$ cat src/rtl/sseg_scan_driver.sv
// -----------------------------------------------------------------------------
// sseg_scan_driver
//   Multiplexed N-digit seven-segment display driver. It contains the refresh
//   prescaler, the digit scan, hex-to-segment decode, decimal points, per-digit
//   enables, leading-zero blanking and PWM brightness. New values are taken
//   only at frame boundaries, so a frame never shows a mix of old and new data.
//
// Ports
//   clk         system clock, rising edge
//   reset       synchronous, active-high
//   value       hex nibbles; digit i = value[4i+3:4i], digit 0 is rightmost
//   dp          decimal point per digit, 1 = lit
//   digit_en    1 = digit may light; 0 = dark, but its slot is still scanned
//   blank_lz    1 = blank leading zeros (applies immediately)
//   brightness  PWM threshold; 0 = dimmest, all-ones = full (applies immediately)
//   load        1-cycle strobe that captures value/dp/digit_en
//   anode       active-low digit selects, registered
//   cathode     active-low {dp,g,f,e,d,c,b,a}, registered
//   frame_done  1-cycle pulse the cycle after the scan wraps N-1 -> 0
// -----------------------------------------------------------------------------
module sseg_scan_driver #(
  parameter int NUM_DIGITS = 8,
  parameter int TICK_DIV   = 100000,
  parameter int GUARD      = 16,
  parameter int BRIGHT_W   = 4
) (
  input  logic                      clk,
  input  logic                      reset,
  input  logic [4*NUM_DIGITS-1:0]   value,
  input  logic [NUM_DIGITS-1:0]     dp,
  input  logic [NUM_DIGITS-1:0]     digit_en,
  input  logic                      blank_lz,
  input  logic [BRIGHT_W-1:0]       brightness,
  input  logic                      load,
  output logic [NUM_DIGITS-1:0]     anode,
  output logic [7:0]                cathode,
  output logic                      frame_done
);

  localparam int PRESC_W = (TICK_DIV > 1) ? $clog2(TICK_DIV) : 1;
  localparam int IDX_W   = (NUM_DIGITS > 1) ? $clog2(NUM_DIGITS) : 1;

  localparam logic [PRESC_W-1:0] PRESC_LAST = PRESC_W'(TICK_DIV - 1);
  localparam logic [PRESC_W-1:0] GUARD_END  = PRESC_W'(GUARD);
  localparam logic [IDX_W-1:0]   IDX_LAST   = IDX_W'(NUM_DIGITS - 1);

  // Active-low segment pattern, bit order g..a.
  function automatic logic [6:0] seg7(input logic [3:0] nib);
    seg7 = 7'b1111111;
    case (nib)
      4'h0: seg7 = 7'b1000000;
      4'h1: seg7 = 7'b1111001;
      4'h2: seg7 = 7'b0100100;
      4'h3: seg7 = 7'b0110000;
      4'h4: seg7 = 7'b0011001;
      4'h5: seg7 = 7'b0010010;
      4'h6: seg7 = 7'b0000010;
      4'h7: seg7 = 7'b1111000;
      4'h8: seg7 = 7'b0000000;
      4'h9: seg7 = 7'b0010000;
      4'hA: seg7 = 7'b0001000;
      4'hB: seg7 = 7'b0000011;
      4'hC: seg7 = 7'b1000110;
      4'hD: seg7 = 7'b0100001;
      4'hE: seg7 = 7'b0000110;
      4'hF: seg7 = 7'b0001110;
    endcase
  endfunction

  // Scan timing
  logic [PRESC_W-1:0]      presc_q, presc_d;
  logic [IDX_W-1:0]        idx_q, idx_d;
  logic [BRIGHT_W-1:0]     pwm_q, pwm_d;
  logic                    frame_done_q, frame_done_d;

  // Displayed (frame-stable) data and the pending shadow copy
  logic [4*NUM_DIGITS-1:0] disp_val_q, disp_val_d;
  logic [NUM_DIGITS-1:0]   disp_dp_q, disp_dp_d;
  logic [NUM_DIGITS-1:0]   disp_en_q, disp_en_d;
  logic [4*NUM_DIGITS-1:0] pend_val_q, pend_val_d;
  logic [NUM_DIGITS-1:0]   pend_dp_q, pend_dp_d;
  logic [NUM_DIGITS-1:0]   pend_en_q, pend_en_d;
  logic                    pend_valid_q, pend_valid_d;

  // Output registers
  logic [NUM_DIGITS-1:0]   anode_q, anode_d;
  logic [7:0]              cathode_q, cathode_d;

  logic                    tick;
  logic                    boundary;
  logic                    zero_run;
  logic [NUM_DIGITS-1:0]   lz_blank;
  logic [3:0]              cur_nib;
  logic                    lit;

  always_comb begin
    // NOTE: every signal written here gets a default first, so no path can
    // leave it unassigned and infer a latch.
    presc_d      = presc_q + 1'b1;
    idx_d        = idx_q;
    pwm_d        = pwm_q + 1'b1;
    disp_val_d   = disp_val_q;
    disp_dp_d    = disp_dp_q;
    disp_en_d    = disp_en_q;
    pend_val_d   = pend_val_q;
    pend_dp_d    = pend_dp_q;
    pend_en_d    = pend_en_q;
    pend_valid_d = pend_valid_q;
    anode_d      = '1;
    cathode_d    = 8'hFF;

    tick     = (presc_q == PRESC_LAST);
    boundary = tick && (idx_q == IDX_LAST);
    frame_done_d = boundary;

    if (tick) begin
      presc_d = '0;
      idx_d   = (idx_q == IDX_LAST) ? '0 : idx_q + 1'b1;
    end

    // Display data only moves at the frame boundary. A load landing exactly
    // on the boundary bypasses the shadow and supersedes anything pending.
    if (boundary) begin
      if (load) begin
        disp_val_d = value;
        disp_dp_d  = dp;
        disp_en_d  = digit_en;
      end else if (pend_valid_q) begin
        disp_val_d = pend_val_q;
        disp_dp_d  = pend_dp_q;
        disp_en_d  = pend_en_q;
      end
      pend_valid_d = 1'b0;
    end else if (load) begin
      pend_val_d   = value;
      pend_dp_d    = dp;
      pend_en_d    = digit_en;
      pend_valid_d = 1'b1;
    end

    // Walk from the most significant digit down; the run of zeros survives
    // while each digit is zero with no dp, or is disabled. Digit 0 always shows.
    zero_run = 1'b1;
    for (int i = NUM_DIGITS - 1; i >= 0; i--) begin
      zero_run    = zero_run & (~disp_en_q[i] |
                    ((disp_val_q[4*i +: 4] == 4'h0) & ~disp_dp_q[i]));
      lz_blank[i] = blank_lz & zero_run & (i != 0);
    end

    cur_nib = disp_val_q[4*idx_q +: 4];
    lit     = disp_en_q[idx_q] & ~lz_blank[idx_q] &
              (presc_q >= GUARD_END) & (pwm_q <= brightness);

    if (lit) begin
      anode_d[idx_q] = 1'b0;
      cathode_d      = {~disp_dp_q[idx_q], seg7(cur_nib)};
    end
  end

  always_ff @(posedge clk) begin
    // NOTE: sequential state uses non-blocking assignments so every flop
    // samples the pre-edge values regardless of statement order.
    if (reset) begin
      presc_q      <= '0;
      idx_q        <= '0;
      pwm_q        <= '0;
      frame_done_q <= 1'b0;
      disp_val_q   <= '0;
      disp_dp_q    <= '0;
      disp_en_q    <= '0;
      pend_valid_q <= 1'b0;
      anode_q      <= '1;
      cathode_q    <= 8'hFF;
    end else begin
      presc_q      <= presc_d;
      idx_q        <= idx_d;
      pwm_q        <= pwm_d;
      frame_done_q <= frame_done_d;
      disp_val_q   <= disp_val_d;
      disp_dp_q    <= disp_dp_d;
      disp_en_q    <= disp_en_d;
      pend_valid_q <= pend_valid_d;
      anode_q      <= anode_d;
      cathode_q    <= cathode_d;
    end
  end

  // NOTE: the pending data payload has no reset; it is only ever consumed
  // when pend_valid_q is set, and that flag is reset.
  always_ff @(posedge clk) begin
    pend_val_q <= pend_val_d;
    pend_dp_q  <= pend_dp_d;
    pend_en_q  <= pend_en_d;
  end

  assign anode      = anode_q;
  assign cathode    = cathode_q;
  assign frame_done = frame_done_q;

endmodule
$ cat config.mk
export PLATFORM = sky130hd
export DESIGN_NAME = sseg_scan_driver
export DESIGN_NICKNAME = d
export VERILOG_FILES = /design/src/rtl/sseg_scan_driver.sv
export SDC_FILE = /design/constraint.sdc
export NUM_CORES = 1
export LEC_CHECK = 0
export ABC_AREA = 1
export CELL_PAD_IN_SITES_DETAIL_PLACEMENT = 1
export CELL_PAD_IN_SITES_GLOBAL_PLACEMENT = 2
export CORE_MARGIN = 2
export CORE_UTILIZATION = 31
export CTS_CLUSTER_DIAMETER = 60
export DETAILED_ROUTE_END_ITERATION = 6
export GPL_TIMING_DRIVEN = 0
export HOLD_SLACK_MARGIN = 0.15
export PLACE_DENSITY_LB_ADDON = 0.1
export SYNTH_ARGS = -nofsm -noshare
export SYNTH_HDL_FRONTEND = slang
export SYNTH_SLANG_ARGS = --single-unit
$ cat constraint.sdc
create_clock -name clk -period 3.41 [get_ports clk]
set_input_delay 0.5115 -clock clk [delete_from_list [all_inputs] [get_ports clk]]
set_output_delay 0.5115 -clock clk [all_outputs]
set_load 0.005 [all_outputs]
==> results.sh, run 1 <==
export IMPL_outcome="completed"
export IMPL_multiInputGateArea_mm2=0.002840
export IMPL_regArea_mm2=0.003243
export IMPL_antenna_found_initial=0
export IMPL_ys_seq_area_frac=0.4945
export IMPL_syn_num_nets=846
export IMPL_async_reset_ff_frac=0
export IMPL_syn2layout_area_growth_pct=25.77
export IMPL_worst_slew_pin_slew_ns=0.6357
export IMPL_clk_pin_slew_ns=0.06
export IMPL_synth_cell_types=34
export IMPL_overflow=0
export IMPL_post_cts_resized=0
export IMPL_route_antenna_remaining_nets=0
export IMPL_grt_pass1_vias=5537
export IMPL_clockBufferDepth=2
export IMPL_critPathKind="flop to flop"
export IMPL_worst_ep_arrival_time_ns=2.57
export IMPL_yosys_warnings=0
export IMPL_combinationalPowerShare=0.060
export IMPL_whs_ns=0.4580
export IMPL_p_switching_mw=0.8758
export IMPL_die_area_mm2=0.02234
export IMPL_max_freq_mhz=415.1
export IMPL_cts_tree="yes"
export IMPL_synth_cell_area_mm2=0.006559
export IMPL_postPlaceCellArea_mm2=0.007641
export IMPL_powerDensity_mw_per_mm2=480.1
export IMPL_dr_pass1_iters=4
export IMPL_holdPathStages=2
export IMPL_slew_violations=0
export IMPL_clock_skew_final_ns=0.01466
export IMPL_hold_start="disp_en_q[0]"
export IMPL_wirelength_um=18730
export IMPL_report_final_hold_viol_count=0
export IMPL_grt_pass1_wl_um=29870
export IMPL_finalCriticalPeriod_ns=2.409
export IMPL_drcViolationCount=0
export IMPL_die_w_um=149.5
export IMPL_synth_edff_count=48
export IMPL_irDropWorstVdd_mv=0.3305
export IMPL_crit_path_end_kind="flop"
export IMPL_nets=937
export IMPL_avgViaCountPerCell=4.705
export IMPL_pwr_share_seq=0.449
export IMPL_dp_hpwl_um=14340
export IMPL_final_cell_mix="nand2_1 (186), dfxtp_1 (90), nand3_1 (84)"
export IMPL_synthFlopType="dfxtp_1"
export IMPL_gr_usage_all_layers=0.1753
export IMPL_cts_sinks=138
export IMPL_p_sw_frac=0.2211
export IMPL_ios=73
export IMPL_p_leak_nw=3.308
export IMPL_vias=5430
export IMPL_worst_r2r_path_depth=10
export IMPL_coreArea_mm2=0.02089
export IMPL_initial_core_util=0.3140
export IMPL_drt_iter0_drc=279
export IMPL_hold_path_end="disp_en_q[0]"
export IMPL_ctsHoldBuffers=0
export IMPL_relSlewSlack=0.5762
export IMPL_clk_latency_ns=0.43
export IMPL_grt_setup_unrepaired="no"
export IMPL_grt_max_degree=38
export IMPL_io_buffer_count=71
export IMPL_pwr_share_clk=0.492
export IMPL_p_int_mw=3.085
export IMPL_synthCells=775
export IMPL_die_height_um=149.5
export IMPL_wl_per_cell_um=16.23
export IMPL_tns_ns=0
export IMPL_final_common_cell="nand2_1"
export IMPL_r2r_end="pend_dp_q[6]"
export IMPL_setup_viol=0
export IMPL_r2r_start="presc_q[0]"
export IMPL_r2r_slack_ns=1.00
export IMPL_fin_crit_sh=0.7064
export IMPL_fin_area_mm2=0.008249
export IMPL_min_path_type="flop to flop"
export IMPL_fill_cells=2465
export IMPL_total_power_mw=3.960
export IMPL_rows=53
export IMPL_layout_drive_gt1_share=0.1013
export IMPL_n_antenna_cell=0
export IMPL_ys_ff_latch=138
export IMPL_maxCapViolations=0
export IMPL_startpoint_type="flop"
export IMPL_critPathMaxFanout=37
export IMPL_syn_area_per_cell_um2=8.463
export IMPL_htree_levels=4
export IMPL_postCtsSetupBuffers=0
export IMPL_routabilityCongestion=0.8398
export IMPL_cts_root_buffer="clkbuf_16"
export IMPL_cts_buffers=17
export IMPL_required_ns=3.57
## worst max-delay path by stage
| stage | endpoint | depth (start not counted) | startpoint |
|---|---|---|---|
| 2_1_floorplan | pend_dp_q[0] | 5 | load |
| 3_3_place_gp | pend_dp_q[4] | 5 | load |
| 3_5_place_dp | pend_dp_q[4] | 6 | load |
| 4_1_cts | pend_dp_q[4] | 10 | presc_q[0] |
| 5_1_grt | pend_val_q[16] | 10 | presc_q[0] |
| 6_report | pend_dp_q[6] | 10 | presc_q[0] |
## registers in the layout, indices dropped and copies added (netlist names)
signal	cells
disp_en_q	8
disp_val_q	32
disp_dp_q	8
pend_valid_q	1
pend_dp_q	8
frame_done	1
presc_q	17
cathode	8
idx_q	3
pend_val_q	32
anode	8
pwm_q	4
pend_en_q	8
## synth_stat cells, drive strengths merged (2+ instances only)
cell type / n / area share
nand2: 189 / 0.11
dfxtp: 90 / 0.27
nand3: 84 / 0.064
nor2: 73 / 0.043
inv: 70 / 0.040
a21oi: 66 / 0.062
edfxtp: 48 / 0.22
mux2i: 48 / 0.073
buf: 33 / 0.031
o21ai: 20 / 0.015
ha: 15 / 0.029
nor3: 15 / 0.014
clkbuf: 5 / 0.0029
nand4: 5 / 0.0048
o211ai: 3 / 0.0034
or2: 2 / 0.0019
xor2: 2 / 0.0027
## routing by layer
layer  track usage  vias to the layer above  routed length, um
li1              -                     2752                  -
met1        0.2388                     2575               9320
met2        0.2849                       89               8621
met3       0.03445                       14                590
met4       0.04619                        0                201
met5             0                        -                  0
## cell families after synthesis
family / count (synthesis) / synth area share
AND/OR/NAND/NOR: 370 / 0.2407
flip-flops: 138 / 0.4945
buffers and inverters: 108 / 0.07364
AO/OA/AOI/OAI: 93 / 0.08527
multiplexers: 48 / 0.07325
adder cells (fa/ha/maj): 15 / 0.02862
XOR/XNOR: 3 / 0.004007
## worst max-delay path, stage by stage (launching register included)
cell,delay (ns)
dfxtp_1,0.38
ha_1,0.19
nand2_1,0.06
inv_1,0.07
nand2_1,0.13
nor2_1,0.16
nand3_1,0.16
nor2_4,0.39
buf_4,0.27
nor2_4,0.11
buf_12,0.19
## power groups by stage
stage	Sequential, mW	Combinational [mW]	Clock, mW
global route	1.78	0.266	2.05
floorplan	1.81	0.124	0
global placement	1.81	0.232	0
CTS	1.78	0.243	1.98
finish	1.78	0.236	1.95
detailed placement	1.81	0.242	0
## final cells by class
cell class / count / area share
plain buffers: 38 / 0.02669
multi-input cells: 529 / 0.3443
inverters: 70 / 0.03185
well taps: 275 / 0.04171
repair buffers: 72 / 0.08858
clock inverters: 14 / 0.02169
flip-flops and latches: 138 / 0.3931
clock buffers: 18 / 0.05202
## stage by stage
stage / utilization / worst slack [ns] / instances
3_5_place_dp: 0.3658 / 0.7189 / 1122
4_1_cts: 0.3949 / 0.9464 / 1154
5_1_grt: 0.3949 / 0.7680 / 1154
2_1_floorplan: - / 0.4858 / 775
6_report: 0.3949 / 1.001 / 1154
3_3_place_gp: 0.3646 / -0.4253 / 1121
No activity file was read; power rests on OpenSTA's default activity.
==> inputs of run 2 (changes only) <==
==> constraint.sdc (replaced) <==
create_clock -name clk -period 2.2 [get_ports clk]
set_input_delay 0.33 -clock clk [delete_from_list [all_inputs] [get_ports clk]]
set_output_delay 0.33 -clock clk [all_outputs]
set_load 0.005 [all_outputs]
==> results.sh, run 2 (same netlist as run 1, synthesis figures left out) <==
export IMPL_timing_final_ws_setup_ns=-0.0002294
export IMPL_wirelength_um=18750
export IMPL_r2r_start="presc_q[0]"
export IMPL_slew_violations=0
export IMPL_die_height_um=149.5
export IMPL_crit_path_start="presc_q[0]"
export IMPL_maxCapViolations=0
export IMPL_ios=73
export IMPL_rows=53
export IMPL_drt_iter0_drc=250
export IMPL_avgViaCountPerCell=4.662
export IMPL_drcViolationCount=0
export IMPL_path_common_cell="nor2_2"
export IMPL_final_util=0.3989
export IMPL_setup_viol=1
export IMPL_worst_slew_pin_slew_ns=0.7675
export IMPL_final_common_cell="nand2_1"
export IMPL_clock_skew_final_ns=0.01042
export IMPL_grt_pass1_vias=5537
export IMPL_die_area_mm2=0.02234
export IMPL_initial_core_util=0.3140
export IMPL_grt_max_degree=20
export IMPL_critical_path_top_delay_family="simple AND/OR/NAND/NOR gates"
export IMPL_failed_checks="negative setup slack"
export IMPL_max_freq_mhz=454.5
export IMPL_htree_levels=4
export IMPL_cpPeakStageDelay_ns=0.61
export IMPL_n_antenna_cell=0
export IMPL_irDropWorstVdd_mv=0.5040
export IMPL_vias=5394
export IMPL_cts_buffers=17
export IMPL_slowest_stage="nor2_2"
export IMPL_grt_pass1_wl_um=29690
export IMPL_routabilityCongestion=0.8370
export IMPL_cts_sinks=138
export IMPL_relSlewSlack=0.4878
export IMPL_holdPathStages=3
export IMPL_clk_latency_ns=0.43
export IMPL_clockBufferDepth=2
export IMPL_die_w_um=149.5
export IMPL_powerDensity_mw_per_mm2=751.7
export IMPL_worst_ep_arrival_time_ns=2.26
export IMPL_gr_usage_all_layers=0.1749
export IMPL_required_ns=2.26
export IMPL_dr_pass1_iters=4
export IMPL_cts_root_buffer="clkbuf_16"
export IMPL_crit_cells=9
export IMPL_layout_drive_gt1_share=0.1145
export IMPL_fin_area_mm2=0.008332
export IMPL_total_power_mw=6.263
export IMPL_startpoint_type="flop"
export IMPL_hold_start="load"
export IMPL_io_buffer_count=71
export IMPL_ctsHoldBuffers=0
export IMPL_wl_per_cell_um=16.20
export IMPL_crit_path_end_kind="flop"
export IMPL_dp_hpwl_um=13990
export IMPL_crit_chain="ha_2 -> nand2_1 -> inv_1 -> nand2_2 -> nor2_2 -> nand3_1 -> nor2_4 -> buf_12 -> nor2_2"
export IMPL_route_antenna_remaining_nets=0
export IMPL_reg_top3="disp_val_q (32), pend_val_q (32), presc_q (17)"
export IMPL_outcome="finished, violations left"
export IMPL_grt_setup_unrepaired="yes"
export IMPL_report_final_hold_viol_count=0
export IMPL_critPathMaxFanout=13
export IMPL_final_cell_mix="nand2_1 (183), dfxtp_1 (90), nand3_1 (84)"
export IMPL_clk_pin_slew_ns=0.06
export IMPL_cp_num_buf_inv=2
export IMPL_critPathKind="flop to flop"
export IMPL_syn2layout_area_growth_pct=27.03
export IMPL_nets=940
export IMPL_fin_crit_sh=1.000
export IMPL_p_leak_nw=3.325
export IMPL_antenna_found_initial=0
export IMPL_finalCriticalPeriod_ns=2.200
export IMPL_postPlaceCellArea_mm2=0.007632
export IMPL_cts_tree="yes"
export IMPL_worst_r2r_path_depth=9
export IMPL_overflow=0
export IMPL_coreArea_mm2=0.02089
export IMPL_min_path_type="primary input to flop"
run 2: area by class of cell:
cell class              count  area [um2]
fillers                  2472       12560
flip-flops and latches    138        3243
multi-input cells         532        2882
repair buffers             73       725.7
clock buffers              20       436.7
well taps                 275       344.1
inverters                  70       266.5
plain buffers              37       236.5
clock inverters            12       197.7
run 2: report_power, final:
group	switching, mW	total, mW	internal (mW)
Sequential	0.0275	2.76	2.73
Combinational	0.201	0.372	0.171
Clock	1.13	3.14	2.01
Total	1.36	6.26	4.91
run 2: final timing paths:
| kind | to | slack (ns) |
|---|---|---|
| worst min register to register | disp_en_q[0] | 0.46 |
| worst max register to register | pend_val_q[4] | -0.0002 |
| worst min-delay path | pend_valid_q | 0.33 |
| worst max-delay path | pend_val_q[4] | -0.0002 |
run 2: metrics by stage:
stage,setup slack (ns),setup TNS [ns],cells,hold WS (ns)
floorplan,0.006260,0,775,0.3967
finish,-0.0002294,-0.0002294,1157,0.3304
detailed placement,-0.6950,-41.53,1121,0.4548
global route,-0.1132,-2.940,1157,0.3532
global placement,-0.5513,-34.42,1121,0.4420
CTS,-0.02809,-0.5234,1155,0.3219
run 2: layer usage:
layer | GRT usage | part of all wire
met1 | 0.2441 | 0.50
met2 | 0.2743 | 0.45
met3 | 0.03659 | 0.038
met4 | 0.04857 | 0.014
met5 | 0 | 0
run 2: worst register-to-register path: cells and delay by family, from the launching register on:
family / cells / cell delay [ns]
DFF: 1 / 0.34
buffers and inverters: 2 / 0.24
adders and majority gates: 1 / 0.18
and+or+nand+nor: 6 / 1.07
run 2: repair_timing:
item,in CTS,in global routing
pin swaps,3,0
resized for setup,2,12
cloned,3,0
setup endpoints to repair,53,103
setup buffers,0,2
==> inputs of run 3 (changes only) <==
--- a/config.mk
+++ b/config.mk
@@ -5,11 +5,9 @@
 export SDC_FILE = /design/constraint.sdc
 export NUM_CORES = 1
 export LEC_CHECK = 0
-export ABC_AREA = 1
 export CELL_PAD_IN_SITES_DETAIL_PLACEMENT = 1
 export CELL_PAD_IN_SITES_GLOBAL_PLACEMENT = 2
-export CORE_MARGIN = 2
-export CORE_UTILIZATION = 31
+export CORE_UTILIZATION = 33
 export CTS_CLUSTER_DIAMETER = 60
 export DETAILED_ROUTE_END_ITERATION = 6
 export GPL_TIMING_DRIVEN = 0
==> results.sh, run 3 <==
export IMPL_outcome="completed"
export IMPL_hold_start="presc_q[0]"
export IMPL_synthTopCellsByCount="dfxtp_1 (90), nor2_1 (80), mux2i_1 (57)"
export IMPL_stdcell_count=880
export IMPL_cts_sinks=138
export IMPL_drt_iter0_drc=169
export IMPL_grt_pass1_wl_um=25450
export IMPL_synthFlopType="dfxtp_1"
export IMPL_clk_latency_ns=0.43
export IMPL_startpoint_type="flop"
export IMPL_worst_slew_pin_slew_ns=0.7337
export IMPL_ctsHoldBuffers=0
export IMPL_synth_edff_count=48
export IMPL_grt_setup_unrepaired="yes"
export IMPL_wirelength_um=15720
export IMPL_antenna_found_initial=0
export IMPL_die_w_um=136.5
export IMPL_yosys_warnings=0
export IMPL_r2r_start="disp_dp_q[3]"
export IMPL_die_area_mm2=0.01862
export IMPL_relSlewSlack=0.5108
export IMPL_crit_path_end_kind="flop"
export IMPL_holdPathStages=1
export IMPL_synth_cell_area_mm2=0.005967
export IMPL_route_antenna_remaining_nets=0
export IMPL_avgViaCountPerCell=5.059
export IMPL_dr_pass1_iters=4
export IMPL_r2r_end="anode[4]"
export IMPL_grt_pass1_vias=4587
export IMPL_maxCapViolations=0
export IMPL_dp_cells=831
export IMPL_yosysTopAreaCell="dfxtp_1"
export IMPL_synth_cell_types=54
export IMPL_final_util=0.4517
export IMPL_clockBufferDepth=2
export IMPL_clk_pin_slew_ns=0.06
export IMPL_critPathKind="flop to flop"
export IMPL_whs_ns=0.4564
export IMPL_max_freq_mhz=459.6
export IMPL_clock_skew_final_ns=0.006197
export IMPL_yosysMostFrequentCell="dfxtp_1"
export IMPL_report_final_hold_viol_count=0
export IMPL_hold_path_end="presc_q[0]"
export IMPL_p_leak_nw=2.937
export IMPL_dp_hpwl_um=11680
export IMPL_syn2layout_area_growth_pct=32.31
export IMPL_syn_num_nets=607
export IMPL_htree_levels=4
export IMPL_irDropWorstVdd_mv=0.5023
export IMPL_vias=4452
export IMPL_async_reset_ff_frac=0
export IMPL_critPathMaxFanout=10
export IMPL_reg_top3="disp_val_q (32), pend_val_q (32), presc_q (17)"
export IMPL_syn_area_per_cell_um2=11.13
export IMPL_ios=73
export IMPL_slew_violations=0
export IMPL_wl_per_cell_um=17.86
export IMPL_initial_core_util=0.3414
export IMPL_synthCells=536
export IMPL_layout_drive_gt1_share=0.1527
export IMPL_rows=48
export IMPL_synth_area_leaders="dfxtp_1 (30%), edfxtp_1 (24%), mux2i_1 (9.6%)"
export IMPL_final_cell_mix="dfxtp_1 (88), nor2_1 (80), clkdlybuf4s50_1 (70)"
export IMPL_n_antenna_cell=0
export IMPL_yosysTopAreaCellShare=0.3020
export IMPL_ys_ff_latch=138
export IMPL_grt_max_degree=25
export IMPL_io_buffer_count=70
export IMPL_fill_cells=1868
export IMPL_cts_buffers=17
export IMPL_worst_r2r_path_depth=7
export IMPL_required_ns=2.56
export IMPL_final_common_cell="dfxtp_1"
export IMPL_r2r_slack_ns=0.02
export IMPL_gr_usage_all_layers=0.1844
export IMPL_powerDensity_mw_per_mm2=798.1
export IMPL_overflow=0
export IMPL_coreArea_mm2=0.01748
export IMPL_nets=713
export IMPL_die_height_um=136.5
export IMPL_fin_crit_sh=0.9891
export IMPL_routabilityCongestion=0.8615
export IMPL_drcViolationCount=0
export IMPL_setup_viol=0
export IMPL_cts_tree="yes"
export IMPL_total_power_mw=6.301
export IMPL_ys_seq_area_frac=0.5435
export IMPL_finalCriticalPeriod_ns=2.176
export IMPL_worst_ep_arrival_time_ns=2.53
export IMPL_min_path_type="flop to flop"
export IMPL_cts_root_buffer="clkbuf_16"
-- run 3: changes by cell type in the layout (fill, tap and decap cells not counted), moves of 11 or more --
cell / delta
a21oi_1: -44
a21oi_2: -20
nand2_1: -162
inv_1: -50
nor2_1: +11
buf_4: +13
nand3_1: -66
o21ai_0: -16
a211oi_1: +48
-- run 3: cell type report --
type                            count  area (um2)  share of cell area
Sequential cell                   138        3246              0.4111
Multi-Input combinational cell    347        2582              0.3271
Timing Repair Buffer               87       828.3              0.1049
Clock buffer                       17       425.4             0.05388
Tap cell                          225       281.5             0.03566
Clock inverter                     15       245.2             0.03106
Buffer                             35       222.7             0.02821
Inverter                           16       63.81            0.008082
-- run 3: worst max-delay path, cell delays in order (launching register included) --
cell and delay, ns:
dfxtp_2 0.34, or4_1 0.51, o21a_1 0.19, o41a_1 0.41
a211oi_4 0.32, a211oi_4 0.08, buf_6 0.16, nand3_1 0.10
-- run 3: what timing repair did --
item,4_1_cts,5_1_grt
endpoints found under the setup margin,122,105
endpoints found under the hold margin,0,0
cloned,1,0
pin swaps,4,6
setup buffers,7,10
gates resized for setup,16,21
-- run 3: stage by stage --
step | area [um2] | setup TNS, ns | setup WS (ns)
floorplan | 5976 | 0 | 0.004856
global placement | 6958 | -46.24 | -0.6246
detailed placement | 6958 | -48.99 | -0.6573
CTS | 7752 | -0.1036 | -0.08191
global route | 7895 | -0.6007 | -0.05243
finish | 7895 | 0 | 0.02403
-- run 3: power breakdown --
group          switching [mW]  internal [mW]
clock network            1.15           2.13
registers              0.0227           2.70
logic                   0.142          0.153
total                    1.31           4.99
-- run 3: worst max path at each step --
stage / endpoint / startpoint / depth (start not counted) / slack [ns]
after floorplan: cathode[6] / idx_q[2] / 9 / 0.005
after global placement: pend_val_q[8] / load / 4 / -0.62
after detailed placement: pend_val_q[15] / load / 4 / -0.66
after CTS: cathode[6] / idx_q[2] / 10 / -0.08
after global routing: cathode[3] / idx_q[0] / 10 / -0.05
final: anode[4] / disp_dp_q[3] / 7 / 0.02
-- run 3: logic make-up (layout without fill, tap and decap cells) --
logic type | Yosys count | after routing | synth area share
xor+xnor | 17 | 17 | 0.02495
fa+ha+maj | 15 | 15 | 0.03145
compound gates | 88 | 88 | 0.1153
buf+inv | 52 | 170 | 0.04173
simple gates | 161 | 162 | 0.1248
flops | 138 | 138 | 0.5435
mux | 65 | 65 | 0.1183
-- run 3: layer usage --
layer,GRT usage,vias to the layer above,part of all wire
met5,0,-,0
met1,0.2461,2188,0.49
met3,0.03505,19,0.031
met4,0.07716,0,0.017
li1,-,2170,-
met2,0.2910,75,0.47
